$ cat config.mk
export PLATFORM = sky130hd
export DESIGN_NAME = fifo_write_arbiter_flat
export DESIGN_NICKNAME = d
export VERILOG_FILES = /design/src/rtl/fifo_write_arbiter_if.sv /design/src/rtl/fifo_write_arbiter.sv /design/src/flat_wrapper.sv
export SDC_FILE = /design/constraint.sdc
export NUM_CORES = 1
export LEC_CHECK = 0
export CAP_MARGIN = 15
export CORE_MARGIN = 3
export CORE_UTILIZATION = 38
export DETAILED_ROUTE_END_ITERATION = 12
export PLACE_DENSITY = 0.83
export SLEW_MARGIN = 10
export SYNTH_ARGS = -nofsm -noshare
export SYNTH_HDL_FRONTEND = slang
export SYNTH_SLANG_ARGS = --single-unit
$ cat constraint.sdc
create_clock -name clk -period 1.8 [get_ports clk]
set_input_delay 0.27 -clock clk [delete_from_list [all_inputs] [get_ports clk]]
set_output_delay 0.27 -clock clk [all_outputs]
set_load 0.05 [all_outputs]
$ cat src/rtl/fifo_write_arbiter_if.sv
// Write-side bundle between NUM_REQ requesters, the arbiter and the FIFO write port.
// The master modport is the arbiter's view; slave is the requester/FIFO environment.
interface fifo_write_arbiter_if #(
    parameter int NUM_REQ = 4,
    parameter int DATA_W  = 8,
    parameter int OWNER_W = (NUM_REQ > 1) ? $clog2(NUM_REQ) : 1
);
    logic [NUM_REQ-1:0]        req;
    logic [NUM_REQ*DATA_W-1:0] req_data;
    logic [NUM_REQ-1:0]        req_last;
    logic [NUM_REQ-1:0]        gnt;
    logic                      f_full_flag;
    logic                      f_almost_full_flag;
    logic                      w_en;
    logic [DATA_W-1:0]         d_in;
    logic                      busy;
    logic [OWNER_W-1:0]        owner;

    modport master (
        input  req, req_data, req_last, f_full_flag, f_almost_full_flag,
        output gnt, w_en, d_in, busy, owner
    );

    modport slave (
        output req, req_data, req_last, f_full_flag, f_almost_full_flag,
        input  gnt, w_en, d_in, busy, owner
    );
endinterface

$ cat src/rtl/fifo_write_arbiter.sv
// Round-robin, burst-locking arbiter sharing one FIFO write port among NUM_REQ requesters.
// One IDLE arbitration cycle per burst; beats are registered onto w_en/d_in one cycle after gnt.
module fifo_write_arbiter #(
    parameter int NUM_REQ   = 4,
    parameter int DATA_W    = 8,
    parameter int MAX_BURST = 4
) (
    input  logic                  clk,
    input  logic                  reset,
    fifo_write_arbiter_if.master  bus
);
    localparam int OWNER_W = (NUM_REQ > 1) ? $clog2(NUM_REQ) : 1;
    localparam int CNT_W   = $clog2(MAX_BURST + 1);

    typedef enum logic {IDLE, BURST} state_t;

    state_t              r_state;
    state_t              w_state_next;
    logic                r_w_en;
    logic [DATA_W-1:0]   r_d_in;
    logic                r_busy;
    logic [OWNER_W-1:0]  r_owner;
    logic [OWNER_W-1:0]  r_last_owner;
    logic [CNT_W-1:0]    r_beat_cnt;

    logic [OWNER_W:0]    w_sum  [NUM_REQ];
    logic [OWNER_W-1:0]  w_cand [NUM_REQ];
    logic [OWNER_W-1:0]  w_arb_owner;
    logic                w_any_req;
    logic                w_can_accept;
    logic                w_accept;
    logic                w_release;
    logic [DATA_W-1:0]   w_owner_data;

    // Candidate k is last_owner+1+k modulo NUM_REQ; the extra bit keeps the wrap exact for any NUM_REQ.
    for (genvar gi = 0; gi < NUM_REQ; gi++) begin : g_cand
        assign w_sum[gi]  = {1'b0, r_last_owner} + (OWNER_W+1)'(gi + 1);
        assign w_cand[gi] = (w_sum[gi] >= (OWNER_W+1)'(NUM_REQ))
                          ? OWNER_W'(w_sum[gi] - (OWNER_W+1)'(NUM_REQ))
                          : w_sum[gi][OWNER_W-1:0];
    end

    always_comb begin
        w_arb_owner = '0;
        for (int k = NUM_REQ - 1; k >= 0; k--) begin
            if (bus.req[w_cand[k]]) begin
                w_arb_owner = w_cand[k];
            end
        end
    end

    always_comb begin
        w_owner_data = '0;
        for (int k = 0; k < NUM_REQ; k++) begin
            if (r_owner == OWNER_W'(k)) begin
                w_owner_data = bus.req_data[k*DATA_W +: DATA_W];
            end
        end
    end

    assign w_any_req = |bus.req;
    // A write already registered may take the last free slot, so almost-full blocks a second one.
    assign w_can_accept = !bus.f_full_flag && !(bus.f_almost_full_flag && r_w_en);
    assign w_accept = (r_state == BURST) && !reset && bus.req[r_owner] && w_can_accept;

    for (genvar gi = 0; gi < NUM_REQ; gi++) begin : g_gnt
        assign bus.gnt[gi] = w_accept && (r_owner == OWNER_W'(gi));
    end

    always_comb begin
        w_state_next = r_state;
        w_release    = 1'b0;
        case (r_state)
            IDLE: begin
                if (w_any_req) begin
                    w_state_next = BURST;
                end
            end
            BURST: begin
                w_release = !bus.req[r_owner]
                         || (w_accept && (bus.req_last[r_owner]
                                          || r_beat_cnt == CNT_W'(MAX_BURST - 1)));
                if (w_release) begin
                    w_state_next = IDLE;
                end
            end
            default: w_state_next = IDLE;
        endcase
    end

    always_ff @(posedge clk) begin
        if (reset) begin
            r_state <= IDLE;
        end else begin
            r_state <= w_state_next;
        end
    end

    always_ff @(posedge clk) begin
        if (reset) begin
            r_w_en       <= 1'b0;
            r_d_in       <= '0;
            r_busy       <= 1'b0;
            r_owner      <= '0;
            r_beat_cnt   <= '0;
            r_last_owner <= OWNER_W'(NUM_REQ - 1);
        end else begin
            r_w_en <= w_accept;
            if (w_accept) begin
                r_d_in     <= w_owner_data;
                r_beat_cnt <= r_beat_cnt + CNT_W'(1);
            end
            if (r_state == IDLE && w_any_req) begin
                r_owner    <= w_arb_owner;
                r_busy     <= 1'b1;
                r_beat_cnt <= '0;
            end
            if (w_release) begin
                r_last_owner <= r_owner;
                r_busy       <= 1'b0;
            end
        end
    end

    assign bus.w_en  = r_w_en;
    assign bus.d_in  = r_d_in;
    assign bus.busy  = r_busy;
    assign bus.owner = r_owner;
endmodule

$ cat src/flat_wrapper.sv
// flat-port wrapper written by rule: the top's interface ports become plain ports
module fifo_write_arbiter_flat 
#(
    parameter int NUM_REQ   = 4,
    parameter int DATA_W    = 8,
    parameter int MAX_BURST = 4
)
  (clk, reset, bus_req, bus_req_data, bus_req_last, bus_f_full_flag, bus_f_almost_full_flag, bus_gnt, bus_w_en, bus_d_in, bus_busy, bus_owner);
  fifo_write_arbiter_if #(.NUM_REQ(NUM_REQ), .DATA_W(DATA_W)) bus_i ();
  input  logic clk;
  input  logic reset;
  input wire logic [$bits(bus_i.req)-1:0] bus_req;
  input wire logic [$bits(bus_i.req_data)-1:0] bus_req_data;
  input wire logic [$bits(bus_i.req_last)-1:0] bus_req_last;
  input wire logic [$bits(bus_i.f_full_flag)-1:0] bus_f_full_flag;
  input wire logic [$bits(bus_i.f_almost_full_flag)-1:0] bus_f_almost_full_flag;
  output wire logic [$bits(bus_i.gnt)-1:0] bus_gnt;
  output wire logic [$bits(bus_i.w_en)-1:0] bus_w_en;
  output wire logic [$bits(bus_i.d_in)-1:0] bus_d_in;
  output wire logic [$bits(bus_i.busy)-1:0] bus_busy;
  output wire logic [$bits(bus_i.owner)-1:0] bus_owner;
  assign bus_i.req = bus_req;
  assign bus_i.req_data = bus_req_data;
  assign bus_i.req_last = bus_req_last;
  assign bus_i.f_full_flag = bus_f_full_flag;
  assign bus_i.f_almost_full_flag = bus_f_almost_full_flag;
  assign bus_gnt = bus_i.gnt;
  assign bus_w_en = bus_i.w_en;
  assign bus_d_in = bus_i.d_in;
  assign bus_busy = bus_i.busy;
  assign bus_owner = bus_i.owner;
  fifo_write_arbiter #(.NUM_REQ(NUM_REQ), .DATA_W(DATA_W), .MAX_BURST(MAX_BURST)) u_core (.clk(clk), .reset(reset), .bus(bus_i));
endmodule
# After elaboration in Yosys (flattened, before gate mapping)
# Index checks and enable logic that the tools add are counted.
# totals
regBits,18
inputBits,44
output_inout_bits,16
word_cells,79
# op_classes
add_sub_neg,9
order_cmp,9
n_eq_ne,4
mux,28
n_bitwise,1
reduce_logical,21
# op_table
operator,count
8-bit two-way mux,4
2-bit two-way mux,8
2-bit by 3-bit less-than comparator with 1-bit output (second input constant),5
1-bit binary-select mux with 2-bit select,6
3-bit greater-or-equal comparator (second input constant),4
1-bit logical AND,11
1-bit two-way mux,9
2-bit by 1-bit subtractor with 2-bit output (second input constant),4
2-bit by 2-bit adder with 3-bit output (second input constant),2
2-bit == test (second input constant),2
1-bit logical NOT,4
2-bit OR reduction,2
4-bit OR reduction,1
2-bit by 1-bit adder with 3-bit output (second input constant),1
2-bit by 3-bit adder with 3-bit output (second input constant),1
3-bit by 1-bit adder with 3-bit output (second input constant),1
3-bit by 2-bit == test with 1-bit output (second input constant),1
2-bit by 1-bit == test with 1-bit output (second input constant),1
2-bit logical NOT,1
1-bit logical OR,2
1-bit one-hot mux with 2 select lines,1
1-bit inverter,1

# Depth between registers and ports, before layout
# Gate-level depths: netlist of run 1.
# logic_depth
word_depth,9
mapped_depth,6
depth_no_buf,6

# Least setup slack after synthesis of run 1
# Ideal clock, no wire load.
# synth_path
path_type,flip-flop to output port
start,register u_core.r_owner[1] (netlist: u_core.bus.owner[1])
end,output port bus_gnt[1]
t_arrival_ns,2.637
t_required_ns,1.530
setup_slack_ns,-1.107
stages_incl_launch_ff,6
n_path_buf,2
path_cell_list,dfxtp_1 > clkbuf_1 > mux4_2 > nand3_4 > buf_6 > nor3b_1
# synth_via
elab_chain_cells,5
word_cells_on_any_way,6
cone_classes,eq/ne: 1; mux: 2; reduce/logical: 3
# synth_rtl
element,line,text
"start, declared",fifo_write_arbiter.sv:22,logic [OWNER_W-1:0] r_owner;
"start signal, assigned",fifo_write_arbiter.sv:114,r_owner <= w_arb_owner;
1-bit binary-select mux with 2-bit select,fifo_write_arbiter.sv:64,assign w_accept = (r_state == BURST) && !reset && bus.req[r_owner] && w_can_accept;
1-bit two-way mux (implied by the code),fifo_write_arbiter.sv:64,
1-bit logical AND (2 in series),fifo_write_arbiter.sv:64,
1-bit logical AND *,fifo_write_arbiter.sv:67,assign bus.gnt[gi] = w_accept && (r_owner == OWNER_W'(gi));
"end, declared",flat_wrapper.sv:17,output wire logic [$bits(bus_i.gnt)-1:0] bus_gnt;
# Mark *: on every way between the ends. The rest lies on a longest branch, timed or not. The select of a mux whose other input is x is not followed.

# Worst setup path in the final report of run 1
# layout_path
start,register u_core.r_owner[0] (netlist: u_core.bus.owner[0])
end,output port bus_gnt[3]
# Same word-level chain as after synthesis.

==> flow_summary_export.csv, run 1 <==
group,metric,value,unit
synthesis,synth_top_area_cell,"dfxtp_1",
grt,track_usage,19.1,%
job,drv_cap,0,
synthesis,synth_top_cell_area_share,33.6,%
run_status,status,"complete, but fails checks",
hold_path,hold_path.class,"reg -> reg",
synthesis,synthTopCellsByCount,"dfxtp_1 (18), nor2_1 (15), mux2i_1 (9), mux4_2 (9)",
placement,pre_cts_ws,-0.206,ns
synthesis,synth.top_cells.by_area,"dfxtp_1 (34%), mux4_2 (19%), mux2i_1 (8.4%)",
timing,finClkSkew,0.0104,ns
pwr,power.share.switching,32.3,%
synthesis,syn_area_per_cell,10.3,µm²
clock_network,h-tree-depth,1,
drt,wl_per_cell,16.0,µm
clock_network,insertion_delay,0.30,ns
synthesis,synth.distinct_cells,33,
worst_setup_path,critical_path_arrival,1.74,ns
worst_setup_path,worstPathMaxFanout,3,
clock_network,root_buffer,"clkbuf_4",
timing,finalSetupViolations,4,
floorplanning,die_w,59.1,µm
timing,rsz0062_at_grt,"yes",
final_layout,nets,225,
synthesis,ys_warn_count,0,
pwr,p_leak,0.000823,µW
pwr,power_frac_clock,18.2,%
drt,drc,0,
worst_setup_path,end_kind,"primary output",
pwr,powerDensity,591,mW/mm²
synthesis,yosysMostFrequentCell,"dfxtp_1",
synthesis,syn_area,0.00107,mm²
clock_network,cts.sinks,18,
pwr,switchingPower,375,µW
floorplanning,die_area,0.00350,mm²
pwr,internal-power,788,µW
synthesis,syn-num-nets,150,
grt,grt_max_degree,18,
clock_network,cts.path.max_buffers,2,
drt,dr.first_iter.drc_count,35,
worst_setup_path,critPathRequiredTime,1.53,ns
drt,viasPerCell,5.47,
pwr,p_comb_share,42.7,%
final_layout,area_delta_synth_final,83.4,%
grt,grt_antenna_before_repair,0,
timing,worst_pin_slew,0.528,ns
placement,post_dp_cell_area,0.00188,mm²
grt,globalRouteOverflowTotal,0,
synthesis,synth-seq-cells,18,
synthesis,synth_edf_count,0,
timing,worst_slack,-0.206,ns
pwr,seqPwrFrac,39.1,%
floorplanning,ios,60,
floorplanning,die_h,59.1,µm
placement,port_buffers,59,
synthesis,netlist_instances,104,
synthesis,ys_seq_area_share,33.6,%
grt,grt_pass1_vias,1131,
final_layout,antennaDiodeCount,0,
floorplanning,core-area,0.00259,mm²
timing,slew_viol_final,0,
clock_network,cts_tree,"built",
run_status,violations,"setup timing",
pwr,vdd_drop_max,640,µV
timing,hold_violations,0,
final_layout,finalInstanceArea,0.00197,mm²
clock_network,clkTransAtPathRegs,0.11,ns
placement,place.gp.congestion,0.879,
grt,grt_pass1_wl,5.00,mm
floorplanning,std_cell_rows,18,
drt,antenna_left,0,
synthesis,synthFlopType,"dfxtp_1",
drt,drt-pass1-iter-count,4,
drt,totalWireLength,3.32,mm
worst_setup_path,critical_path_class,"reg -> out",
timing,period_share,111,%
timing,max-slew-margin-rel,64.7,%
floorplanning,initial_utilization,41.4,%
drt,dr_total_vias,1137,
placement,dp_hpwl,2.56,mm
timing,finalCriticalPeriod,2.01,ns
timing,max_freq,0.499,GHz
worst_setup_path,start_kind,"flip-flop",
clock_network,numCtsBuffers,3,
timing,holdWs,0.507,ns
final_layout,post_route_cells_drive_above_1_share,29.2,%
synthesis,async_flop_share,0,%
flip-flops by register name, summed over array words and instances, names as in the netlist:
| signal | count |
|---|---|
| u_core.r_last_owner | 2 |
| u_core.bus.owner | 2 |
| u_core.r_state | 1 |
| u_core.bus.busy | 1 |
| u_core.r_beat_cnt | 3 |
| u_core.bus.w_en | 1 |
| u_core.bus.d_in | 8 |
timing repair:
action	in CTS	in global routing
gates resized for setup	3	11
pin swaps	1	4
endpoints found under the setup margin	7	20
hold buffers	0	0
buffers inserted	3	1
gates cloned	0	0
layer usage:
layer	part of all wire, %	track usage [%]	vias up
li1	-	-	535
met1	37	21.8	554
met2	54	33.9	42
met3	7.4	5.01	6
met4	1.1	6.80	0
met5	0	0	-
area by class of cell:
| type | instances | area (µm²) |
|---|---|---|
| Inverter | 7 | 28.8 |
| Sequential cell | 18 | 368 |
| Clock buffer | 4 | 26.3 |
| Fill cell | 159 | 623 |
| Tap cell | 30 | 37.5 |
| Multi-Input combinational cell | 72 | 712 |
| Timing Repair Buffer | 77 | 795 |
logic make-up after synthesis:
logic type / Yosys count / synth area share (%)
AND/OR/NAND/NOR: 29 / 13.8
XOR/XNOR: 1 / 0.817
buffers and inverters: 14 / 6.77
AO/OA/AOI/OAI: 20 / 13.3
multiplexers: 20 / 29.4
flip-flops: 18 / 33.6
adder cells (fa/ha/maj): 2 / 2.33
through the flow:
| step | utilization (%) | power [µW] | TNS [ns] | cells |
|---|---|---|---|---|
| CTS | 74.7 | 1150 | -0.637 | 209 |
| finish | 75.9 | 1160 | -0.673 | 208 |
| floorplan | - | 718 | -0.259 | 104 |
| detailed placement | 72.6 | 928 | -2.98 | 202 |
| global route | 75.9 | 1220 | -0.980 | 208 |
| global placement | 72.6 | 915 | -2.26 | 202 |
final timing paths:
| check | cells past startpoint | from | end | slack (ns) |
|---|---|---|---|---|
| worst max-delay path | 5 | u_core.bus.owner[0] | bus_gnt[3] | -0.21 |
| worst min-delay path | 2 | u_core.bus.d_in[4] | u_core.bus.d_in[4] | 0.51 |
| worst max register to register | 7 | u_core.bus.owner[0] | u_core.r_state | 0 |
| worst min register to register | 2 | u_core.bus.d_in[4] | u_core.bus.d_in[4] | 0.51 |
power by group through the flow:
stage	Sequential [µW]	Combinational, µW	Clock (µW)
detailed placement	463	465	0
floorplan	506	213	0
global route	459	528	232
finish	454	497	212
global placement	462	453	0
CTS	452	480	215
critical path: stages (launching register included):
cell and delay, ns:
dfxtp_4 0.37, mux4_2 0.55, nand3_4 0.14, inv_4 0.05
and3_4 0.18, buf_12 0.14
cells in the final DEF, fill, tap and decap left out, types with 3 or more instances in the layout:
cell type,netlist,routed
mux4_2,9,9
buf_12,0,6
clkbuf_4,0,3
clkdlybuf4s50_1,0,51
dfxtp_1,18,16
mux2i_1,9,9
inv_1,6,6
o21ai_0,6,3
o21ai_1,0,3
nor2_1,15,13
buf_4,0,17
(Power assumes the default switching activity.)
==> inputs of run 2 (changes only) <==
Settings changed: CORE_UTILIZATION 38 to 40, PLACE_DENSITY 0.83 to 0.87, REMOVE_ABC_BUFFERS set to 1.
Clock period 1.8 ns to 2.44 ns, I/O delays scaled along.
==> run 2 against run 1 <==
Sequential share of layout area up 1.7 points. The run now ends clean. Worst setup slack better by 0.32 ns. Routed wire length down 0.24%. Sequential cell count unchanged. Sequential power down 26%. Clock power down 9%. First-iteration DRC count up 2.9%. Cell area down 10%. Final cell count down 6.3%. Register-to-register slack better by 0.53 ns. Critical path depth up 1.
==> flow_summary_export.csv, run 2 (synthesis gave the netlist of run 1 again) <==
group,metric,value,unit
run_status,status,"completed",
final_layout,post_route_cells_drive_above_1_share,18.2,%
placement,dp.cells,191,
job,drv_cap,0,
timing,tns,0,ns
clock_network,cts_tree,"built",
timing,worst_pin_slew,0.674,ns
floorplanning,core-area,0.00252,mm²
grt,use_met3,3.34,%
floorplanning,die_h,57.8,µm
floorplanning,die_area,0.00334,mm²
grt,grt_max_degree,20,
pwr,powerDensity,470,mW/mm²
grt,grt_use_met2,39.0,%
grt,use_met1,21.5,%
pwr,vdd_drop_max,378,µV
drt,totalWireLength,3.31,mm
final_layout,antennaDiodeCount,0,
drt,drc,0,
placement,place.gp.congestion,0.820,
worst_setup_path,critical_path_class,"in -> out",
timing,finalCriticalPeriod,2.32,ns
final_layout,area_delta_synth_final,65.0,%
worst_setup_path,end_kind,"primary output",
timing,finClkSkew,0.00315,ns
timing,slew_viol_final,0,
final_layout,nets,212,
placement,dp_hpwl,2.70,mm
worst_setup_path,critPathRequiredTime,2.07,ns
clock_network,insertion_delay,0.30,ns
final_layout,stdcell_count,195,
final_layout,final_cell_mix,"clkdlybuf4s50_1 (54), dfxtp_1 (17), nor2_1 (15)",
grt,grt_busiest_layer,"met2",
timing,hold_violations,0,
floorplanning,std_cell_rows,18,
drt,drt-pass1-iter-count,4,
placement,post_dp_cell_area,0.00173,mm²
placement,port_buffers,59,
clock_network,cts.sinks,18,
drt,dr.first_iter.drc_count,36,
clock_network,h-tree-depth,1,
drt,wl_per_cell,17.0,µm
timing,holdWs,0.506,ns
final_layout,finalInstanceArea,0.00177,mm²
worst_setup_path,critical_path_arrival,1.96,ns
drt,dr_total_vias,1080,
final_layout,final_common_cell,"clkdlybuf4s50_1",
clock_network,clkTransAtPathRegs,0.11,ns
clock_network,cts_setup_buffers,0,
grt,globalRouteOverflowTotal,0,
clock_network,cts.path.max_buffers,2,
final_layout,largest_reg_flops,8,
timing,rsz0062_at_grt,"no",
grt,grt_pass1_wl,5.25,mm
clock_network,cts_resized,0,
clock_network,cts.hold.buffers_added,0,
drt,viasPerCell,5.54,
grt,grt_antenna_before_repair,0,
grt,track_usage,20.4,%
grt,grt_pass1_vias,1155,
clock_network,numCtsBuffers,3,
worst_setup_path,start_kind,"input pin",
worst_setup_path,worstPathMaxFanout,5,
floorplanning,initial_utilization,42.5,%
drt,antenna_left,0,
timing,period_share,95.2,%
hold_path,hold_path.class,"reg -> reg",
floorplanning,ios,60,
clock_network,root_buffer,"clkbuf_4",
timing,finalSetupViolations,0,
timing,max_freq,0.430,GHz
floorplanning,die_w,57.8,µm
timing,max-slew-margin-rel,54.9,%
pwr,p_leak,0.000724,µW
final_layout,final_util,70.1,%
## run 2: changes by cell type in the layout (fill, tap and decap cells not counted), moves of 3 or more
| cell | before | now |
|---|---|---|
| o21ai_1 | 3 | 0 |
| buf_4 | 17 | 6 |
| clkdlybuf4s50_1 | 51 | 54 |
| o21ai_0 | 3 | 6 |
## run 2: final timing paths
check | start | endpoint | slack (ns) | depth (start not counted)
worst max-delay path | bus_req[3] | bus_gnt[3] | 0.12 | 6
worst min register to register | u_core.bus.busy | u_core.bus.busy | 0.51 | 2
worst min-delay path | u_core.bus.busy | u_core.bus.busy | 0.51 | 2
worst max register to register | u_core.bus.owner[0] | u_core.r_last_owner[0] | 0.53 | 6
## run 2: layer usage
metal / up-vias / part of all wire (%) / wire length (µm)
li1: 510 / - / -
met1: 494 / 35 / 1170
met2: 64 / 56 / 1850
met3: 12 / 6.4 / 212
met4: 0 / 2.3 / 76
met5: - / 0 / 0
## run 2: power breakdown
group	total, µW	internal [µW]	switching [µW]
clock	193	91.1	101
sequential	334	313	21.1
combinational	304	163	141
total	831	567	264
## run 2: cell type report
cell class                 count  area (µm²)
multi-input combinational     72         639
tap                           30        37.5
sequential                    18         362
clock buffer                   4        36.3
fill                         204         753
timing repair buffer          64         666
inverter                       7        28.8
## run 2: critical path, cell delays in order
cell,delay [ns]
clkdlybuf4s50_1,0.47
mux4_2,0.55
nand3_4,0.14
inv_4,0.05
and3_1,0.21
buf_12,0.16
## run 2: per-stage QoR
step / total power [µW] / setup WS (ns)
finish: 831 / 0.116
global route: 874 / 0.0784
CTS: 832 / 0.0983
detailed placement: 646 / 0.113
global placement: 633 / 0.189
floorplan: 504 / -0.873
